$ cat config.mk
export PLATFORM = sky130hd
export DESIGN_NAME = sprite_blitter
export DESIGN_NICKNAME = d
export VERILOG_FILES = /design/src/rtl/sprite_blitter.sv
export SDC_FILE = /design/constraint.sdc
export NUM_CORES = 1
export LEC_CHECK = 0
export CORE_UTILIZATION = 56
export CTS_CLUSTER_DIAMETER = 200
export DETAILED_ROUTE_END_ITERATION = 6
export PLACE_DENSITY = 0.85
export SKIP_LAST_GASP = 1
export SLEW_MARGIN = 5
export SYNTH_ARGS = -nofsm -noshare
export SYNTH_HDL_FRONTEND = slang
export SYNTH_SLANG_ARGS = --single-unit
$ cat constraint.sdc
create_clock -name clk -period 5.35 [get_ports clk]
set_input_delay 1.07 -clock clk [delete_from_list [all_inputs] [get_ports clk]]
set_output_delay 1.07 -clock clk [all_outputs]
set_load 0.02 [all_outputs]
$ cat src/rtl/sprite_blitter.sv
// sprite_blitter: pipelined sprite renderer for the VGA pixel path.
// Stage 1 tests the scan coordinate against the active sprite rectangle.
// Stage 2 registers the sprite ROM address. Stage 3 combines the registered
// ROM word with the delayed inside flag.
// Position and frame writes are double-buffered and take effect at frame_start.
// Optional macro SPRITE_TRANSP_EN: pixels equal to KEY become transparent.
module sprite_blitter #(
   parameter int          SPR_W  = 33,
   parameter int          SPR_H  = 17,
   parameter int          FRAMES = 1,
   parameter int          SCALE  = 0,
   parameter int          ADDR_W = 10,
   parameter logic [9:0]  POS_X0 = 10'd0,
   parameter logic [9:0]  POS_Y0 = 10'd0,
   parameter logic [7:0]  KEY    = 8'hE3,
   localparam int         FS_W   = (FRAMES > 1) ? $clog2(FRAMES) : 1
) (
   input  logic              clk,
   input  logic              rst_n,
   input  logic              en,
   input  logic [9:0]        x,
   input  logic [9:0]        y,
   input  logic              frame_start,
   input  logic              pos_we,
   input  logic [9:0]        pos_x_in,
   input  logic [9:0]        pos_y_in,
   input  logic [FS_W-1:0]   frame_sel,
   output logic [ADDR_W-1:0] rom_addr,
   input  logic [7:0]        rom_data,
   output logic [7:0]        rgb,
   output logic              hit
);

   localparam logic [10:0]       X_LIM      = 11'(SPR_W << SCALE);
   localparam logic [10:0]       Y_LIM      = 11'(SPR_H << SCALE);
   localparam logic [FS_W-1:0]   LAST_FRAME = FS_W'(FRAMES - 1);
   localparam logic [ADDR_W-1:0] FRAME_SZ   = ADDR_W'(SPR_W * SPR_H);
   localparam logic [ADDR_W-1:0] ROW_SZ     = ADDR_W'(SPR_W);

   // Position / frame registers
   logic [9:0]        shadow_x_q, shadow_x_d;
   logic [9:0]        shadow_y_q, shadow_y_d;
   logic [9:0]        act_x_q, act_x_d;
   logic [9:0]        act_y_q, act_y_d;
   logic [FS_W-1:0]   act_frame_q, act_frame_d;

   // Stage 1: offsets into the sprite, frame carried with the pixel
   logic [9:0]        dx1_q, dx1_d;
   logic [9:0]        dy1_q, dy1_d;
   logic [FS_W-1:0]   frm1_q, frm1_d;
   logic              in1_q, in1_d;

   // Stage 2: ROM address, Stage 3: inside flag aligned with rom_data
   logic [ADDR_W-1:0] rom_addr_q, rom_addr_d;
   logic              in2_q, in2_d;
   logic              in3_q, in3_d;

   logic [10:0]       dx, dy;
   logic [FS_W-1:0]   sel_clamped;
   logic              opaque;

   // Shadow loads on pos_we; active copy refreshes only at frame_start, a
   // simultaneous write bypassing the shadow
   always_comb begin
      shadow_x_d  = shadow_x_q;
      shadow_y_d  = shadow_y_q;
      act_x_d     = act_x_q;
      act_y_d     = act_y_q;
      act_frame_d = act_frame_q;
      sel_clamped = (frame_sel > LAST_FRAME) ? LAST_FRAME : frame_sel;
      if (pos_we) begin
         shadow_x_d = pos_x_in;
         shadow_y_d = pos_y_in;
      end
      if (frame_start) begin
         act_x_d     = pos_we ? pos_x_in : shadow_x_q;
         act_y_d     = pos_we ? pos_y_in : shadow_y_q;
         act_frame_d = sel_clamped;
      end
   end

   // Pixel pipeline: rectangle test, then address build from constant multiplies
   always_comb begin
      dx     = {1'b0, x} - {1'b0, act_x_q};
      dy     = {1'b0, y} - {1'b0, act_y_q};
      dx1_d  = dx[9:0];
      dy1_d  = dy[9:0];
      frm1_d = act_frame_q;
      in1_d  = en && !dx[10] && (dx < X_LIM) && !dy[10] && (dy < Y_LIM);
      rom_addr_d = '0;
      if (in1_q) begin
         rom_addr_d = ADDR_W'(frm1_q) * FRAME_SZ
                    + ADDR_W'(dy1_q >> SCALE) * ROW_SZ
                    + ADDR_W'(dx1_q >> SCALE);
      end
      in2_d = in1_q;
      in3_d = in2_q;
   end

`ifdef SPRITE_TRANSP_EN
   // Colour-keyed output: the key colour is see-through
   always_comb begin
      opaque = in3_q && (rom_data != KEY);
   end
`else
   // Every pixel inside the rectangle is drawn; KEY has no effect here
   logic key_unused;
   assign key_unused = ^KEY;
   always_comb begin
      opaque = in3_q;
   end
`endif

   assign hit      = opaque;
   assign rgb      = opaque ? rom_data : 8'h00;
   assign rom_addr = rom_addr_q;

   // All state registers with synchronous active-low reset
   always_ff @(posedge clk) begin
      if (!rst_n) begin
         shadow_x_q  <= POS_X0;
         shadow_y_q  <= POS_Y0;
         act_x_q     <= POS_X0;
         act_y_q     <= POS_Y0;
         act_frame_q <= '0;
         dx1_q       <= '0;
         dy1_q       <= '0;
         frm1_q      <= '0;
         in1_q       <= 1'b0;
         rom_addr_q  <= '0;
         in2_q       <= 1'b0;
         in3_q       <= 1'b0;
      end else begin
         shadow_x_q  <= shadow_x_d;
         shadow_y_q  <= shadow_y_d;
         act_x_q     <= act_x_d;
         act_y_q     <= act_y_d;
         act_frame_q <= act_frame_d;
         dx1_q       <= dx1_d;
         dy1_q       <= dy1_d;
         frm1_q      <= frm1_d;
         in1_q       <= in1_d;
         rom_addr_q  <= rom_addr_d;
         in2_q       <= in2_d;
         in3_q       <= in3_d;
      end
   end

endmodule

* After elaboration in Yosys (flattened, before gate mapping)
Cells that the tools add are included.
** Word-level totals
- Register bits after elaboration :: 75
- Output and inout port bits :: 19
- Latch bits :: 0
- Memory bits (writable) :: 0
- Word-level logic and storage cells :: 32
- ROM bits :: 0
- Memories kept :: 0
** Cells by class
- Divide/modulo/power cells :: 0
- Multiply operators :: 2
- $lt $le $gt $ge :: 3
- Bitwise logic cells :: 0
- Shift operators :: 0
- Reduce and logical (&&, ||, !) cells :: 7
- Eq/ne operators :: 0
- Add/sub/neg operators :: 4
- Muxes and demuxes :: 4
** Operators by type and width (number)
- subtractor 10 x 10 -> 11 bit :: 2
- adder 10 bit :: 2
- 2-to-1 mux 10 bit :: 2
- less-than comparator 11 x 5 -> 1 bit, second input constant :: 1
- less-than comparator 11 x 6 -> 1 bit, second input constant :: 1
- multiplier 1 x 10 -> 10 bit, second input constant :: 1
- multiplier 10 x 6 -> 10 bit, second input constant :: 1
- 2-to-1 mux 8 bit :: 1
- logical AND 1 bit :: 4
- zero test 1 bit :: 2
- AND reduction 2 bit :: 1
- greater-than comparator 1 bit, second input constant :: 1
- 2-to-1 mux 1 bit :: 1

* Depth between registers and ports, before layout
Gate-level depths: netlist of run 1.
- Word-level depth :: 6
- Depth in mapped cells :: 11
- Gate-level depth less buffers :: 11

* Worst setup path after synthesis of run 1
OpenSTA, ideal clock, no wires.
- Path type :: input to register
- Start point :: in x[0]
- End point :: reg in1_q
- Slack :: 2007 ps
- Stages on the path :: 11
- Path buffers :: 0
- Data required time :: 5263 ps
- Data arrival time :: 3256 ps
- Setup time :: 87 ps
- Path through :: inv_1 > ha_1 > inv_1 > fa_1 > nand3_1 > and3_2 > nor2_1 > or4_1 > a2111oi_2 > nand4b_1 > nor4b_2
** Between the ends
- Longest elaborated chain between the ends :: 6
** Ends and longest elaborated chain
- start, declared :: line 21 : input logic [9:0] x,
- subtractor 10 x 10 -> 11 bit (*) :: line 84 : dx = {1'b0, x} - {1'b0, act_x_q};
- parallel branches: the longest is 2 deep, another holds less-than comparator 11 x 6 -> 1 bit
- logical AND 1 bit (*) (3 in a row) :: line 89 : in1_d = en && !dx[10] && (dx < X_LIM) && !dy[10] && (dy < Y_LIM);
- end signal, assigned :: line 142 : in1_q <= in1_d;
- end, declared :: line 51 : logic in1_q, in1_d;
Every way passes the cells marked *.
A chain may end at the register's enable or synchronous reset.

* Final worst setup path of run 1
Ends and elaborated chain as after synthesis.

==> metrics.log, run 1 <==
[metrics] cell area after technology mapping: 3840 µm²
[metrics] kind of start point of the critical path: primary input
[metrics] worst hold path type: reg2reg
[metrics] Worst path slowest cell: sky130_fd_sc_hd__or4_1
[metrics] synthesis-to-finish area growth: 24.9%
[metrics] number of global-route vias before repair: 2975
[metrics] largest net degree at the start of global routing: 48
[metrics] antenna-violating nets left: 0
[metrics] final WL: 7.60 mm
[metrics] most common cell after layout, fill and taps aside: sky130_fd_sc_hd__dfxtp_1
[metrics] WP data required: 5620 ps
[metrics] Horiz. Die Dim: 84.8 µm
[metrics] number of diodes: 0
[metrics] share of the yosys chip area belonging to registers: 0.381
[metrics] count of different cell masters after synthesis: 36
[metrics] Total Negative Setup Slacks: 0 ps
[metrics] number of standard-cell rows in the floorplan: 29
[metrics] post-synthesis instance total: 420
[metrics] Hold Fails Final Rpt: 0
[metrics] max-capacitance violation count: 0
[metrics] Hold-fix buffers, CTS: 0
[metrics] share of flip-flops with an asynchronous set or reset: 0
[metrics] number of detailed-route iterations in the first pass: 7
[metrics] effective utilization at floorplan: 0.591
[metrics] maximum fanout along the worst path: 2
[metrics] commonest cells after routing, fill and taps aside: sky130_fd_sc_hd__dfxtp_1, sky130_fd_sc_hd__clkdlybuf4s50_1, sky130_fd_sc_hd__nor2_1
[metrics] delay of the slowest cell on the worst path: 570 ps
[metrics] Inserted Clock Buffers: 9
[metrics] net count of the finished layout: 596
[metrics] remaining global-route overflow: 0
[metrics] global-route wire length before repair: 12.6 mm
[metrics] Worst path top cell family by delay: simple AND/OR/NAND/NOR gates
[metrics] ordered cell list for the critical path: clkdlybuf4s50_1, inv_1, ha_1, inv_1, fa_1, nand3_1, and3_2, nor2_1, or4_1, a2111oi_2, nand4b_1, nor4b_2
[metrics] vias after detailed routing: 3050
[metrics] postcts setup bufs: 0
[metrics] clock transition time at the flip-flop clock pins of the worst setup and hold paths: 80 ps
[metrics] total of flip-flops plus latches after synthesis: 73
[metrics] top achievable clock speed: 275 MHz
[metrics] count of final setup violators: 0
[metrics] logic depth of the worst path, buffers included: 12
[metrics] final critical delay including setup and external delays: 3640 ps
[metrics] insertion delay of the later-clocked pin in the worst-skew pair: 360 ps
[metrics] Register-to-Register Path Depth: 10
[metrics] core region area: 6490 µm²
[metrics] Worst VDD drop: 0.000198 V
[metrics] crit path kind: in2reg
[metrics] number of nets in the synthesized netlist: 525
[metrics] detailed router's first-iteration violation count: 103
[metrics] launching point of the worst reg2reg path: act_x_q[0]
[metrics] Layout fillers: 466
[metrics] register area: 1460 µm²
[metrics] CP Data Arrival Time: 3910 ps
[metrics] Slew Limit Fails: 0
[metrics] average wire per cell in the routed design: 13.3 µm
[metrics] setup slack, reg-to-reg: 2530 ps
[metrics] clock root buffer master: sky130_fd_sc_hd__clkbuf_8
[metrics] half-perimeter wire length of the detailed placement result: 5.87 mm
[metrics] failing checks: design-rule violations
[metrics] most common cell type on the critical path: sky130_fd_sc_hd__inv_1
[metrics] Worst Setup SP: x[0]
[metrics] endpoint kind of the worst setup timing path: register
[metrics] total routing usage reported by global routing: 0.227
[metrics] area taken by multi-input logic gates: 2170 µm²
[metrics] Boundary Pins: 73
[metrics] transition at the pin with the smallest max-transition slack: 1150 ps
[metrics] leak pwr: 2.12 nW
[metrics] number of buffer and inverter stages on the critical path: 3
[metrics] Tot Pwr: 1.42 mW
[metrics] worst hold path stage count: 1
[metrics] reg-to-reg critical path endpoint: in1_q
[metrics] Yosys warning count: 0
[metrics] drt via density: 5.32
[metrics] clk sink count: 73
[metrics] TritonCTS clock tree: yes
[metrics] antenna violations before repair: 0
[metrics] RSZ-0062 raised after global routing: false
[metrics] share of cells above drive strength 1: 0.0444
[metrics] number of buffers inserted by port buffering: 71
[metrics] destination of the worst hold path: hit
[metrics] max-slew headroom at the worst pin: 0.228
[metrics] final weighted congestion in routability-driven placement: 0.869
[metrics] post-route clock period utilization: 0.680
[metrics] die height: 84.8 µm
[metrics] H-tree depth: 3
[metrics] Syn Area/Cell: 9.14 µm²
[metrics] number of buffers on the longest clock path: 2
[metrics] die area: 7190 µm²
[metrics] Hold Startpoint: in2_q
[metrics] Post-synth EDFFs: 0
[metrics] Power Dens Cells: 296 nW/µm²
[metrics] Gates resized, CTS repair: 0
[metrics] run status: finished, violations left
[metrics] Worst Skew: 12.8 ps
[metrics] most instantiated flip-flop cell in the synthesis netlist: sky130_fd_sc_hd__dfxtp_1
[metrics] final routed DRC violation total: 5
[metrics] Util after Layout: 0.739
worst reg2reg max path: cells and delay by family, from the launching register on:
family / cells / cell delay [ps]
buffers and inverters: 1 / 50
DFF: 1 / 340
and+or+nand+nor: 6 / 1390
AOI/OAI and AO/OA: 1 / 410
adders and majority gates: 2 / 550
logic make-up (layout without fill, tap and decap cells):
family,Yosys count,count (layout),synth area share
XOR/XNOR,25,25,0.0570
AO/OA/AOI/OAI,60,60,0.105
adder cells (fa/ha/maj),51,51,0.178
multiplexers,21,21,0.0547
flip-flops,73,73,0.381
AND/OR/NAND/NOR,134,134,0.170
buffers and inverters,56,132,0.0547
stage by stage:
stage / hold slack (ps) / setup WS [ps] / area (µm²) / cells
final: 455 / 1710 / 4800 / 573
after global routing: 469 / 1690 / 4800 / 573
after CTS: 460 / 1790 / 4800 / 573
after detailed placement: 438 / 1430 / 4610 / 557
after global placement: 418 / 1470 / 4610 / 557
after floorplan: 412 / 2010 / 3840 / 420
worst max path at each step:
stage | to | slack (ps)
2_1_floorplan | in1_q | 2010
3_3_place_gp | in1_q | 1470
3_5_place_dp | in1_q | 1430
4_1_cts | in1_q | 1790
5_1_grt | in1_q | 1690
6_report | in1_q | 1710
sequential cells by signal, indices dropped and copies added, names as in the netlist:
register / flops
shadow_y_q: 10
in2_q: 1
rom_addr: 10
shadow_x_q: 10
dx1_q: 10
act_x_q: 10
act_y_q: 10
dy1_q: 10
in1_q: 1
hit: 1
synth_stat cells (all sizes together) (3+ instances only):
cell / instances / area, µm²
a211oi: 21 / 158
a21o: 4 / 30.0
a21oi: 16 / 83.8
and2: 22 / 138
and3: 5 / 32.5
clkbuf: 11 / 41.3
dfxtp: 73 / 1460
fa: 6 / 120
ha: 45 / 563
inv: 43 / 161
mux2i: 21 / 210
nand2: 10 / 37.5
nand2b: 6 / 37.5
nand3: 6 / 30.0
nor2: 69 / 259
nor3: 7 / 35.0
o21ai: 8 / 40.0
or4: 3 / 22.5
xnor2: 17 / 149
xor2: 8 / 70.1
layer usage:
metal | GRT usage | vias up | share of wire
li1 | - | 1565 | -
met1 | 0.253 | 1358 | 0.44
met4 | 0.142 | 0 | 0.040
met2 | 0.393 | 96 | 0.48
met5 | 0 | - | 0
met3 | 0.0511 | 31 | 0.047
where the power goes:
part | internal (mW) | switching (mW)
Clock | 0.176 | 0.225
Sequential | 0.585 | 0.0193
Combinational | 0.202 | 0.215
Total | 0.962 | 0.459
area by class of cell:
class | instances | share of cell area
multi-input cells | 291 | 0.452
inverters | 43 | 0.0336
clock inverters | 7 | 0.0125
well taps | 77 | 0.0201
clock buffers | 9 | 0.0258
flip-flops and latches | 73 | 0.305
repair buffers | 73 | 0.151
Note: power is estimated with default switching activity, not from simulation.
==> run 2: changes to the inputs <==
--- a/config.mk
+++ b/config.mk
@@ -5,10 +5,10 @@
 export SDC_FILE = /design/constraint.sdc
 export NUM_CORES = 1
 export LEC_CHECK = 0
-export CORE_UTILIZATION = 56
+export CORE_UTILIZATION = 47
 export CTS_CLUSTER_DIAMETER = 200
 export DETAILED_ROUTE_END_ITERATION = 6
-export PLACE_DENSITY = 0.85
+export PLACE_DENSITY = 0.76
 export SKIP_LAST_GASP = 1
 export SLEW_MARGIN = 5
 export SYNTH_ARGS = -nofsm -noshare
==> constraint.sdc (replaced) <==
create_clock -name clk -period 3.15 [get_ports clk]
set_input_delay 0.63 -clock clk [delete_from_list [all_inputs] [get_ports clk]]
set_output_delay 0.63 -clock clk [all_outputs]
set_load 0.02 [all_outputs]
==> run 2 against run 1 <==
The run now ends clean. Design area rose by 2.0%. Power up 73%. Count of clock-buffer cells in the layout is the same. Register-to-register slack lost 2200 ps. Final cell count grew 5.4%. Global-route usage is 4.5 points lower. Utilization shrank 11 points. Sequential share of layout area down 0.59 points. First-iteration DRC count down 59%. Non-clock buffer count is 6 higher. Clock skew decreased by 8.6 ps. Highest routed layer unchanged.
==> metrics.log, run 2 (same netlist as run 1, synthesis figures left out) <==
[metrics] max-capacitance violation count: 0
[metrics] Inserted Clock Buffers: 9
[metrics] RSZ-0062 raised after global routing: false
[metrics] effective utilization at floorplan: 0.492
[metrics] antenna-violating nets left: 0
[metrics] destination of the worst hold path: hit
[metrics] insertion delay of the later-clocked pin in the worst-skew pair: 350 ps
[metrics] WP data required: 3410 ps
[metrics] clk sink count: 73
[metrics] Post-Place Worst Slack: -318 ps
[metrics] largest net degree at the start of global routing: 48
[metrics] setup slack, reg-to-reg: 320 ps
[metrics] Slew Limit Fails: 0
[metrics] H-tree depth: 3
[metrics] worst hold path stage count: 1
[metrics] transition at the pin with the smallest max-transition slack: 481 ps
[metrics] clock transition time at the flip-flop clock pins of the worst setup and hold paths: 80 ps
[metrics] worst hold path type: reg2reg
[metrics] number of standard-cell rows in the floorplan: 32
[metrics] commonest cells after routing, fill and taps aside: sky130_fd_sc_hd__dfxtp_1, sky130_fd_sc_hd__clkdlybuf4s50_1, sky130_fd_sc_hd__nor2_1
[metrics] core region area: 7810 µm²
[metrics] Horiz. Die Dim: 92.4 µm
[metrics] CP Data Arrival Time: 3270 ps
[metrics] maximum fanout along the worst path: 2
[metrics] Power Dens Cells: 503 nW/µm²
[metrics] Worst VDD drop: 0.000316 V
[metrics] share of cells above drive strength 1: 0.0558
[metrics] number of buffers on the longest clock path: 2
[metrics] endpoint kind of the worst setup timing path: register
[metrics] drt via density: 4.90
[metrics] clock root buffer master: sky130_fd_sc_hd__clkbuf_8
[metrics] half-perimeter wire length of the detailed placement result: 5.83 mm
[metrics] crit path kind: in2reg
[metrics] Gates resized, CTS repair: 0
[metrics] reg-to-reg critical path endpoint: rom_addr[9]
[metrics] remaining global-route overflow: 0
[metrics] final WL: 7.35 mm
[metrics] post-route clock period utilization: 0.955
[metrics] antenna violations before repair: 0
[metrics] Hold-fix buffers, CTS: 0
[metrics] die height: 92.4 µm
[metrics] net count of the finished layout: 602
[metrics] postcts setup bufs: 0
[metrics] number of diodes: 0
[metrics] number of global-route vias before repair: 2805
[metrics] global-route wire length before repair: 12.2 mm
[metrics] Layout fillers: 685
[metrics] die area: 8540 µm²
[metrics] final routed DRC violation total: 0
[metrics] top achievable clock speed: 332 MHz
[metrics] detailed router's first-iteration violation count: 42
[metrics] Post-Layout Cell Count: 604
[metrics] Util after Layout: 0.627
[metrics] TritonCTS clock tree: yes
[metrics] average wire per cell in the routed design: 12.2 µm
[metrics] Worst Skew: 4.21 ps
[metrics] total routing usage reported by global routing: 0.182
[metrics] launching point of the worst reg2reg path: dy1_q[1]
[metrics] setup slack of the critical path after layout: 142 ps
[metrics] count of final setup violators: 0
[metrics] vias after detailed routing: 2957
[metrics] number of detailed-route iterations in the first pass: 4
[metrics] Register-to-Register Path Depth: 11
[metrics] number of buffers inserted by port buffering: 71
[metrics] Hold Startpoint: in2_q
[metrics] Hold Fails Final Rpt: 0
[metrics] max-slew headroom at the worst pin: 0.671
[metrics] hold slack final: 439 ps
[metrics] synthesis-to-finish area growth: 27.4%
[metrics] Boundary Pins: 73
[metrics] run status: finished clean
[metrics] number of instances in the placed design: 588
[metrics] kind of start point of the critical path: primary input
[metrics] leak pwr: 2.15 nW
[metrics] most common cell after layout, fill and taps aside: sky130_fd_sc_hd__dfxtp_1
[metrics] final weighted congestion in routability-driven placement: 0.822
[metrics] final critical delay including setup and external delays: 3010 ps
-- run 2: area by class of cell --
type / instances / area, µm² / share of cell area
tap: 102 / 128 / 0.0261
multi-input combinational: 291 / 2170 / 0.443
clock inverter: 7 / 78.8 / 0.0161
clock buffer: 9 / 124 / 0.0253
sequential: 73 / 1460 / 0.299
inverter: 43 / 161 / 0.0330
timing repair buffer: 79 / 771 / 0.158
-- run 2: worst max-delay path, cell delays in order --
cell,delay [ps]
sky130_fd_sc_hd__clkdlybuf4s50_1,390
sky130_fd_sc_hd__inv_1,50
sky130_fd_sc_hd__ha_1,150
sky130_fd_sc_hd__inv_1,50
sky130_fd_sc_hd__fa_1,390
sky130_fd_sc_hd__nand3_1,130
sky130_fd_sc_hd__and3_2,190
sky130_fd_sc_hd__nor2_1,40
sky130_fd_sc_hd__or4_1,550
sky130_fd_sc_hd__a2111oi_2,310
sky130_fd_sc_hd__nand4b_1,150
sky130_fd_sc_hd__nor4b_2,230
-- run 2: layer usage --
layer	vias up	global-route usage	part of all wire
li1	1568	-	-
met1	1300	0.214	0.46
met2	77	0.310	0.47
met3	12	0.0542	0.049
met4	0	0.0716	0.019
met5	-	0	0
-- run 2: per-stage QoR --
step / setup TNS (ps) / instance area (µm²) / total power [mW]
after global placement: -248 / 4690 / 1.72
after global routing: 0 / 4890 / 2.62
after detailed placement: -318 / 4690 / 1.74
after floorplan: 0 / 3840 / 1.55
final: 0 / 4890 / 2.46
after CTS: 0 / 4890 / 2.49
-- run 2: report_power, final --
| group | internal [mW] | total [mW] | switching, mW |
|---|---|---|---|
| sequential | 0.993 | 1.02 | 0.0306 |
| clock | 0.372 | 0.740 | 0.368 |
| combinational | 0.345 | 0.697 | 0.352 |
| total | 1.71 | 2.46 | 0.751 |
-- run 2: how the worst max path moves through the flow --
stage / slack (ps) / to / depth (start not counted) / startpoint
4_1_cts: 60 / in1_q / 12 / x[0]
3_3_place_gp: -250 / in1_q / 12 / x[0]
3_5_place_dp: -320 / in1_q / 12 / x[0]
2_1_floorplan: 250 / in1_q / 11 / x[0]
5_1_grt: 40 / in1_q / 12 / x[0]
6_report: 140 / in1_q / 12 / x[0]
